<file path="src/rtl/rv32i_pkg.sv">
// Shared RV32I pipeline types: scoreboard entry layout and defaults.
package rv32i_pkg;

  localparam int SB_REG_W            = 5;
  localparam int SB_CNT_W            = 3;
  localparam int SB_LOAD_LAT_DEFAULT = 2;

  // One scoreboard entry: in-flight flag, producer type, load countdown.
  typedef struct packed {
    logic                busy;
    logic                is_load;
    logic [SB_CNT_W-1:0] cnt;
  } sb_entry_t;

endpackage

</file>
<file path="src/rtl/issue_scoreboard_port_check.sv">
// sb_port_check: combinational per-slot hazard lookup against the entry array.
// Macro SB_FORWARD_EN: when defined, EX->ID forwarding hides ALU producers,
// so raw only fires on loads whose countdown has not expired.
import rv32i_pkg::*;

module sb_port_check #(
  parameter int NUM_REGS = 32
) (
  input  sb_entry_t [NUM_REGS-1:0] i_ent,
  input  logic [SB_REG_W-1:0]      i_rs1,
  input  logic [SB_REG_W-1:0]      i_rs2,
  input  logic [SB_REG_W-1:0]      i_rd,
  input  logic                     i_use_rs1,
  input  logic                     i_use_rs2,
  input  logic                     i_use_rd,
  output logic                     o_raw,
  output logic                     o_waw,
  output logic                     o_load_use
);

  logic w_hit1, w_hit2, w_lu1, w_lu2;

  // Source hits and load-use per operand; x0 is never a dependency.
  always_comb begin
    w_hit1 = i_use_rs1 && (i_rs1 != '0) && i_ent[i_rs1].busy;
    w_hit2 = i_use_rs2 && (i_rs2 != '0) && i_ent[i_rs2].busy;
    w_lu1  = w_hit1 && i_ent[i_rs1].is_load && (i_ent[i_rs1].cnt != '0);
    w_lu2  = w_hit2 && i_ent[i_rs2].is_load && (i_ent[i_rs2].cnt != '0);
  end

  assign o_load_use = w_lu1 | w_lu2;
  assign o_waw      = i_use_rd && (i_rd != '0) && i_ent[i_rd].busy;

`ifdef SB_FORWARD_EN
  assign o_raw = w_lu1 | w_lu2;
`else
  assign o_raw = w_hit1 | w_hit2;
`endif

endmodule

</file>
<file path="src/rtl/issue_scoreboard.sv">
// issue_scoreboard: per-register in-flight tracker for the dual-issue ID stage.
// Macro SB_FORWARD_EN (in sb_port_check) selects forwarding-aware raw hazards.
import rv32i_pkg::*;

module issue_scoreboard #(
  parameter int NUM_REGS = 32,
  parameter int LOAD_LAT = SB_LOAD_LAT_DEFAULT,
  parameter int CNT_W    = SB_CNT_W
) (
  input  logic                clk,
  input  logic                rst,
  input  logic                flush,
  input  logic                iss_we0,
  input  logic [SB_REG_W-1:0] iss_rd0,
  input  logic                iss_ld0,
  input  logic                iss_we1,
  input  logic [SB_REG_W-1:0] iss_rd1,
  input  logic                iss_ld1,
  input  logic [SB_REG_W-1:0] rs1_0,
  input  logic [SB_REG_W-1:0] rs2_0,
  input  logic [SB_REG_W-1:0] rd_0,
  input  logic                use_rs1_0,
  input  logic                use_rs2_0,
  input  logic                use_rd_0,
  input  logic [SB_REG_W-1:0] rs1_1,
  input  logic [SB_REG_W-1:0] rs2_1,
  input  logic [SB_REG_W-1:0] rd_1,
  input  logic                use_rs1_1,
  input  logic                use_rs2_1,
  input  logic                use_rd_1,
  input  logic                wb_we0,
  input  logic                wb_we1,
  input  logic [SB_REG_W-1:0] wb_rd0,
  input  logic [SB_REG_W-1:0] wb_rd1,
  output logic                raw_hazard0,
  output logic                raw_hazard1,
  output logic                waw_hazard0,
  output logic                waw_hazard1,
  output logic                war_hazard0,
  output logic                war_hazard1,
  output logic                load_use0,
  output logic                load_use1,
  output logic [NUM_REGS-1:0] busy_vec
);

  localparam int NUM_SLOTS = 2;

  // Countdown must never wrap and the struct layout must match CNT_W.
  generate
    if (LOAD_LAT < 1 || LOAD_LAT > (1 << CNT_W) - 1) begin : g_bad_lat
      $error("issue_scoreboard: LOAD_LAT out of range for CNT_W");
    end
    if (CNT_W != SB_CNT_W) begin : g_bad_cntw
      $error("issue_scoreboard: CNT_W must equal SB_CNT_W");
    end
  endgenerate

  sb_entry_t [NUM_REGS-1:0] r_ent;
  sb_entry_t [NUM_REGS-1:0] w_nxt;

  // Next state: decrement, then wb clear, then slot0 set, then slot1 set.
  always_comb begin
    w_nxt    = r_ent;
    w_nxt[0] = '0;
    for (int r = 1; r < NUM_REGS; r++) begin
      if (r_ent[r].cnt != '0)
        w_nxt[r].cnt = r_ent[r].cnt - SB_CNT_W'(1);
      if ((wb_we0 && wb_rd0 == SB_REG_W'(r)) || (wb_we1 && wb_rd1 == SB_REG_W'(r)))
        w_nxt[r] = '0;
      if (iss_we0 && iss_rd0 == SB_REG_W'(r)) begin
        w_nxt[r].busy    = 1'b1;
        w_nxt[r].is_load = iss_ld0;
        w_nxt[r].cnt     = iss_ld0 ? SB_CNT_W'(LOAD_LAT) : '0;
      end
      if (iss_we1 && iss_rd1 == SB_REG_W'(r)) begin
        w_nxt[r].busy    = 1'b1;
        w_nxt[r].is_load = iss_ld1;
        w_nxt[r].cnt     = iss_ld1 ? SB_CNT_W'(LOAD_LAT) : '0;
      end
    end
  end

  // State register; reset and redirect flush both wipe all tracking.
  always_ff @(posedge clk) begin
    if (rst || flush) r_ent <= '0;
    else              r_ent <= w_nxt;
  end

  // Debug view of busy bits.
  always_comb begin
    busy_vec = '0;
    for (int r = 0; r < NUM_REGS; r++) busy_vec[r] = r_ent[r].busy;
  end

  logic [NUM_SLOTS-1:0][SB_REG_W-1:0] w_rs1, w_rs2, w_rd;
  logic [NUM_SLOTS-1:0]               w_use_rs1, w_use_rs2, w_use_rd;
  logic [NUM_SLOTS-1:0]               w_raw, w_waw, w_lu;

  assign w_rs1     = {rs1_1, rs1_0};
  assign w_rs2     = {rs2_1, rs2_0};
  assign w_rd      = {rd_1, rd_0};
  assign w_use_rs1 = {use_rs1_1, use_rs1_0};
  assign w_use_rs2 = {use_rs2_1, use_rs2_0};
  assign w_use_rd  = {use_rd_1, use_rd_0};

  generate
    for (genvar s = 0; s < NUM_SLOTS; s++) begin : g_slot
      sb_port_check #(.NUM_REGS(NUM_REGS)) u_chk (
        .i_ent      (r_ent),
        .i_rs1      (w_rs1[s]),
        .i_rs2      (w_rs2[s]),
        .i_rd       (w_rd[s]),
        .i_use_rs1  (w_use_rs1[s]),
        .i_use_rs2  (w_use_rs2[s]),
        .i_use_rd   (w_use_rd[s]),
        .o_raw      (w_raw[s]),
        .o_waw      (w_waw[s]),
        .o_load_use (w_lu[s])
      );
    end
  endgenerate

  assign raw_hazard0 = w_raw[0];
  assign raw_hazard1 = w_raw[1];
  assign waw_hazard0 = w_waw[0];
  assign waw_hazard1 = w_waw[1];
  assign load_use0   = w_lu[0];
  assign load_use1   = w_lu[1];
  // Operands are read in ID, so no WAR window exists.
  assign war_hazard0 = 1'b0;
  assign war_hazard1 = 1'b0;

endmodule

</file>
<file path="config.mk">
export PLATFORM = sky130hd
export DESIGN_NAME = issue_scoreboard
export DESIGN_NICKNAME = d
export VERILOG_FILES = /design/src/rtl/rv32i_pkg.sv /design/src/rtl/issue_scoreboard_port_check.sv /design/src/rtl/issue_scoreboard.sv
export SDC_FILE = /design/constraint.sdc
export NUM_CORES = 1
export LEC_CHECK = 0
export CORE_UTILIZATION = 40
export DETAILED_ROUTE_END_ITERATION = 10
export REMOVE_ABC_BUFFERS = 1
export SLEW_MARGIN = 15
export SYNTH_ARGS = -nofsm -noshare
export SYNTH_HDL_FRONTEND = slang
export SYNTH_HIERARCHICAL = 1
export SYNTH_SLANG_ARGS = --single-unit
</file>
<file path="constraint.sdc">
create_clock -name clk -period 2.4 [get_ports clk]
set_input_delay 0.36 -clock clk [delete_from_list [all_inputs] [get_ports clk]]
set_output_delay 0.36 -clock clk [all_outputs]
set_load 0.05 [all_outputs]
</file>
==> results of run 1 <==
power breakdown:
part / internal [mW] / leakage, nW / switching [mW]
Clock: 1.40 / 0.278 / 1.35
Sequential: 2.67 / 1.27 / 0.142
Combinational: 1.27 / 5.70 / 1.45
flip-flops by register name (all words and copies together) (netlist names):
register	cells
r_ent	124
busy_vec	31
stage by stage:
step / power, mW / util (%) / instance area, µm² / hold slack [ns]
5_1_grt: 8.65 / 55.5 / 18600 / 0.521
2_1_floorplan: 4.11 / - / 12800 / 0.471
3_5_place_dp: 5.37 / 51.5 / 17200 / 0.505
6_report: 8.28 / 55.5 / 18600 / 0.517
3_3_place_gp: 5.32 / 51.5 / 17200 / 0.496
4_1_cts: 8.21 / 54.8 / 18300 / 0.510
worst register-to-register path, stage by stage (launching register included):
cell,delay [ns]
dfxtp_1,0.47
buf_4,0.18
inv_1,0.04
ha_1,0.19
ha_1,0.24
nand2b_1,0.16
nand3_1,0.08
a21boi_1,0.07
per-layer routing:
layer | vias to the layer above | global-route usage (%) | routed length (µm)
met5 | - | 0 | 0
met4 | 0 | 11.5 | 1890
met3 | 126 | 5.74 | 4970
met2 | 770 | 48.5 | 23600
met1 | 7100 | 43.5 | 23500
li1 | 6707 | - | -
cell families (layout without fill, tap and decap cells):
logic type / count (synthesis) / after routing / share of synthesized area (%)
AND/OR/NAND/NOR: 545 / 545 / 21.6
AO/OA/AOI/OAI: 397 / 397 / 20.8
buffers and inverters: 238 / 609 / 8.91
flip-flops: 155 / 155 / 22.9
multiplexers: 133 / 133 / 18.1
adder cells (fa/ha/maj): 62 / 62 / 5.72
XOR/XNOR: 31 / 31 / 2.00
other: 1 / 17 / 0.0276
repair_timing:
item,CTS,global route
buffers inserted,23,5
endpoints found under the setup margin,6,6
pin swaps,28,23
cloned,2,0
resized for setup,124,52
final cells by class:
type	count	area (µm²)	share of cell area [%]
Clock buffer	19	443	2.38
Clock inverter	13	124	0.667
Inverter	106	398	2.14
Multi-Input combinational cell	1185	9720	52.3
Sequential cell	155	3180	17.1
Tap cell	448	561	3.02
Timing Repair Buffer	471	4160	22.4
Yosys cell counts, types with 6 or more instances:
cell	number
buf_2	27
a41oi_1	25
xnor2_1	6
o31ai_1	6
mux4_1	16
nor3_1	129
o21ai_0	10
buf_6	11
a22oi_1	26
ha_1	62
nor4_1	30
nand4_1	6
inv_1	106
a31oi_1	39
a21boi_0	12
and4b_1	8
nand3_1	69
buf_4	45
a21boi_1	17
a221oi_1	6
a21oi_1	132
nand2_1	101
xor2_1	25
clkbuf_1	42
nor2_1	87
dfxtp_1	155
and4bb_2	12
nor2b_1	13
a22oi_2	8
mux2i_1	41
o22a_1	6
nor4b_1	7
or2_2	8
a211oi_1	36
mux4_2	68
a32oi_1	9
nand2b_1	39
a2111oi_0	20
o32a_1	7
mux2_2	8
worst paths after layout:
path | from | depth (start not counted) | to | slack (ns)
max | r_ent[36] | 7 | load_use0 | -0.44
min | busy_vec[25] | 2 | busy_vec[25] | 0.52
max reg2reg | r_ent[140] | 7 | r_ent[141] | 0.86
min reg2reg | busy_vec[25] | 2 | busy_vec[25] | 0.52
==> impl_metrics.env, run 1 <==
export IMPL_dp_cells=2338
export IMPL_power_density_nw_per_um2=446
export IMPL_fin_skew_ns=0.00993
export IMPL_final_nets=2063
export IMPL_start_util_pct=40.6
export IMPL_worstSetupPathType="reg -> out"
export IMPL_design_core_area_um2=33400
export IMPL_dpl_hpwl_um=42200
export IMPL_worst_pin_slew_ns=0.744
export IMPL_hold_viol=0
export IMPL_stdcell_count=2397
export IMPL_synth_top_area_share_pct=22.9
export IMPL_syn_to_final_growth_pct=37.0
export IMPL_clk_path_buf_depth=2
export IMPL_dieWidth_um=186
export IMPL_die_area_um2=34700
export IMPL_synth_async_reset_ratio_pct=0
export IMPL_p_leak_nw=7.26
export IMPL_hold_buffers=0
export IMPL_critical_path_top_delay_family="compound AO/OA/AOI/OAI gates"
export IMPL_pre_cts_slack_ns=-0.731
export IMPL_violations="design-rule violations, negative setup slack"
export IMPL_cp_required_ns=2.04
export IMPL_drtAntennaViolNets=0
export IMPL_first_pass_iters=9
export IMPL_min_path_type="reg -> reg"
export IMPL_grt_total_usage_pct=31.3
export IMPL_port_buffers=101
export IMPL_grt_overflow=0
export IMPL_drv_slew=0
export IMPL_path_clk_slew_ns=0.07
export IMPL_grt_first_pass_wirelength_um=80800
export IMPL_num_io_pins=105
export IMPL_nFillCells=3055
export IMPL_fmax_mhz=352
export IMPL_numCtsBuffers=17
export IMPL_synth_cells=1562
export IMPL_period_share_pct=118
export IMPL_synth_main_ff_cell="dfxtp_1"
export IMPL_cp_slowest_cell="a2111oi_2"
export IMPL_syn_area_um2=13600
export IMPL_critPathBufInv=1
export IMPL_ys_ff_latch=155
export IMPL_yosysTopAreaCell="dfxtp_1"
export IMPL_peakVddDrop_uv=527
export IMPL_place_gp_congestion=1.04
export IMPL_fin_crit_ns=2.84
export IMPL_cp_slowest_stage_delay_ns=0.44
export IMPL_finalWirelength_um=54000
export IMPL_final_common_cell="buf_4"
export IMPL_ys_top_cells_by_area="dfxtp_1 23%, mux4_2 11%, ha_1 5.7%, a21oi_1 4.9%, nor3_1 4.8%"
export IMPL_cts_max_level=4
export IMPL_synth_edff_count=0
export IMPL_path_max_fanout=3
export IMPL_avgSynthCellArea_um2=8.68
export IMPL_drive_above_1_share_pct=32.1
export IMPL_wl_per_cell_um=22.5
export IMPL_fin_tns_setup_ns=-1.54
export IMPL_yosysWarnings=6
export IMPL_cts_sinks=155
export IMPL_grt_pass1_vias=13500
export IMPL_rsz0062_at_grt="yes"
export IMPL_antenna_found_initial=1
export IMPL_setup_violations=6
export IMPL_drtIter0Drc=1802
export IMPL_end_kind="output pin"
export IMPL_drc_errors=1
export IMPL_crit_path_cell_trace="nor3_1, a21oi_1, a2111oi_2, a31oi_1, a32oi_2, o32ai_4, buf_12"
export IMPL_relSlewSlack_pct=50.2
export IMPL_row_count=67
export IMPL_vias=14700
export IMPL_clk_latency_ns=0.46
export IMPL_synth_cell_types=74
export IMPL_vias_per_cell=6.13
export IMPL_num_antenna_cells=0
export IMPL_grt_max_degree=78
export IMPL_cts_tree="done"
export IMPL_cts_root_buf="clkbuf_16"
export IMPL_cp_start_kind="flip-flop"
export IMPL_drv_cap=0
export IMPL_synth_seq_area_share_pct=22.9
export IMPL_final_cell_mix="333 x buf_4, 127 x a21oi_1, 124 x dfxtp_1, 119 x nor3_1, 106 x inv_1"
export IMPL_status="finished, violations left"
export IMPL_timing_final_ws_setup_ns=-0.439
export IMPL_crit_arrival_ns=2.48
export IMPL_die_h_um=186
Note: power is estimated with default switching activity, not from simulation.
==> run 2: changes to the inputs <==
--- a/config.mk
+++ b/config.mk
@@ -6,9 +6,10 @@
 export NUM_CORES = 1
 export LEC_CHECK = 0
 export CORE_UTILIZATION = 40
+export CTS_CLUSTER_SIZE = 20
 export DETAILED_ROUTE_END_ITERATION = 10
 export REMOVE_ABC_BUFFERS = 1
-export SLEW_MARGIN = 15
+export SLEW_MARGIN = 20
 export SYNTH_ARGS = -nofsm -noshare
 export SYNTH_HDL_FRONTEND = slang
 export SYNTH_HIERARCHICAL = 1
==> results of run 2 <==
Same layout as run 1: the final DEF is identical, and so are final timing and power.
==> run 3: changes to the inputs <==
--- a/config.mk
+++ b/config.mk
@@ -8,6 +8,7 @@
 export CORE_UTILIZATION = 40
 export CTS_CLUSTER_SIZE = 20
 export DETAILED_ROUTE_END_ITERATION = 10
+export MAX_ROUTING_LAYER = met4
 export REMOVE_ABC_BUFFERS = 1
 export SLEW_MARGIN = 20
 export SYNTH_ARGS = -nofsm -noshare
==> run 3 against run 2 <==
Compared with the run above:
- the run still ends with design-rule violations, negative setup slack left
- maximum frequency decreased by 0.63%
- worst setup slack got worse by 0.018 ns
- highest routed layer unchanged
- utilization increased by 0.74 points
- critical path type unchanged
- via count increased by 1.4%
- clock power increased by 9.5%
- clock skew decreased by 0.0022 ns
- final area increased by 1.3%
==> impl_metrics.env, run 3 (synthesis results as in run 1) <==
export IMPL_final_area_um2=18800
export IMPL_clk_path_buf_depth=2
export IMPL_seq_power_share_pct=32.6
export IMPL_fin_crit_ns=2.86
export IMPL_cts_tree="done"
export IMPL_period_share_pct=119
export IMPL_stdcell_count=2402
export IMPL_switching_power_mw=2.87
export IMPL_cp_start_kind="flip-flop"
export IMPL_final_util_pct=56.3
export IMPL_die_area_um2=34700
export IMPL_grt_total_usage_pct=33.9
export IMPL_critPathBufInv=2
export IMPL_vias=14900
export IMPL_fmax_mhz=350
export IMPL_dpl_hpwl_um=44200
export IMPL_drc_errors=1
export IMPL_num_antenna_cells=0
export IMPL_pwr_share_clk_pct=34.9
export IMPL_place_gp_congestion=1.05
export IMPL_port_buffers=101
export IMPL_design_core_area_um2=33400
export IMPL_p_int_mw=5.76
export IMPL_die_h_um=186
export IMPL_drv_slew=0
export IMPL_drv_cap=0
export IMPL_dp_cells=2348
export IMPL_status="finished, violations left"
export IMPL_cp_required_ns=2.04
export IMPL_placed_area_um2=17300
export IMPL_grt_first_pass_wirelength_um=84500
export IMPL_rsz0062_at_grt="yes"
export IMPL_grt_max_degree=44
export IMPL_top_register="r_ent"
export IMPL_drtIter0Drc=1531
export IMPL_row_count=67
export IMPL_crit_path_cell_trace="buf_4, o31ai_1, o21ai_1, a311oi_1, a21oi_1, a32oi_2, o32ai_2, clkbuf_16"
export IMPL_vias_per_cell=6.21
export IMPL_start_util_pct=40.6
export IMPL_path_max_fanout=5
export IMPL_hold_buffers=0
export IMPL_cp_slowest_cell="o31ai_1"
export IMPL_end_kind="output pin"
export IMPL_drive_above_1_share_pct=32.9
export IMPL_final_nets=2068
export IMPL_cp_slowest_stage_delay_ns=0.38
export IMPL_timing_final_ws_setup_ns=-0.457
export IMPL_final_cell_mix="331 x buf_4, 130 x a21oi_1, 121 x dfxtp_1, 114 x nor3_1, 106 x inv_1"
export IMPL_largest_reg_flops=124
export IMPL_worst_pin_slew_ns=0.756
export IMPL_p_total_mw=8.63
export IMPL_hold_viol=0
export IMPL_dieWidth_um=186
export IMPL_violations="design-rule violations, negative setup slack"
export IMPL_grt_pass1_vias=13900
export IMPL_p_leak_nw=7.36
export IMPL_syn_to_final_growth_pct=38.8
export IMPL_peakVddDrop_uv=522
export IMPL_wl_per_cell_um=23.5
export IMPL_clk_latency_ns=0.46
export IMPL_combPwrFrac_pct=32.5
export IMPL_numCtsBuffers=17
export IMPL_path_clk_slew_ns=0.07
export IMPL_nFillCells=3006
export IMPL_cts_sinks=155
export IMPL_cts_max_level=4
export IMPL_worstSetupPathType="reg -> out"
export IMPL_critical_path_top_delay_family="compound AO/OA/AOI/OAI gates"
export IMPL_fin_skew_ns=0.00777
export IMPL_sw_frac_of_total_pct=33.3
export IMPL_setup_violations=6
export IMPL_power_density_nw_per_um2=458
export IMPL_min_path_type="reg -> reg"
export IMPL_fin_tns_setup_ns=-1.65
export IMPL_final_common_cell="buf_4"
export IMPL_drtAntennaViolNets=0
export IMPL_cts_root_buf="clkbuf_16"
export IMPL_crit_arrival_ns=2.50
export IMPL_antenna_found_initial=0
export IMPL_first_pass_iters=9
export IMPL_grt_overflow=0
export IMPL_num_io_pins=105
export IMPL_finalWirelength_um=56500
export IMPL_relSlewSlack_pct=49.4
run 3: path summary, 6_finish.rpt:
kind	from	cells past startpoint	end	slack [ns]
max	r_ent[55]	8	load_use1	-0.46
min	busy_vec[19]	2	busy_vec[19]	0.51
max reg2reg	r_ent[85]	6	r_ent[86]	0.80
min reg2reg	busy_vec[19]	2	busy_vec[19]	0.51
run 3: layout make-up:
cell class,count,area [µm²],area share (%)
Clock inverter,12,185,0.984
Clock buffer,20,447,2.37
Tap cell,448,561,2.98
Inverter,106,398,2.11
Timing Repair Buffer,476,4250,22.6
Multi-Input combinational cell,1185,9810,52.1
Sequential cell,155,3170,16.8
run 3: per-layer routing:
| layer | vias up | track usage (%) | wire, µm |
|---|---|---|---|
| met4 | 0 | 13.0 | 2240 |
| li1 | 6709 | - | - |
| met2 | 838 | 50.3 | 24600 |
| met3 | 156 | 6.99 | 5650 |
| met1 | 7207 | 45.2 | 24000 |
| met5 | - | - | 0 |
run 3: power groups by stage:
stage	Sequential [mW]	Clock [mW]	Combinational, mW
6_report	2.81	3.01	2.81
5_1_grt	2.82	3.15	3.01
4_1_cts	2.80	3.04	2.70
3_5_place_dp	2.86	0	2.55
3_3_place_gp	2.86	0	2.50
2_1_floorplan	2.87	0	1.24
run 3: stage by stage:
stage	hold slack (ns)	setup WS, ns
floorplan	0.471	-0.670
global placement	0.512	-0.787
detailed placement	0.516	-0.793
CTS	0.498	-0.445
global route	0.514	-0.502
finish	0.507	-0.457
run 3: repair_timing:
action,in CTS,in global routing
pin swaps,23,25
cloned,3,1
buffers inserted,15,5
setup endpoints to repair,6,6
gates resized for setup,146,48
run 3: worst register-to-register path, stage by stage, from the launching register on:
cell and delay (ns):
dfxtp_1 0.50, buf_4 0.18, inv_1 0.04, ha_1 0.18, ha_1 0.25, a41oi_1 0.21, a21boi_1 0.17
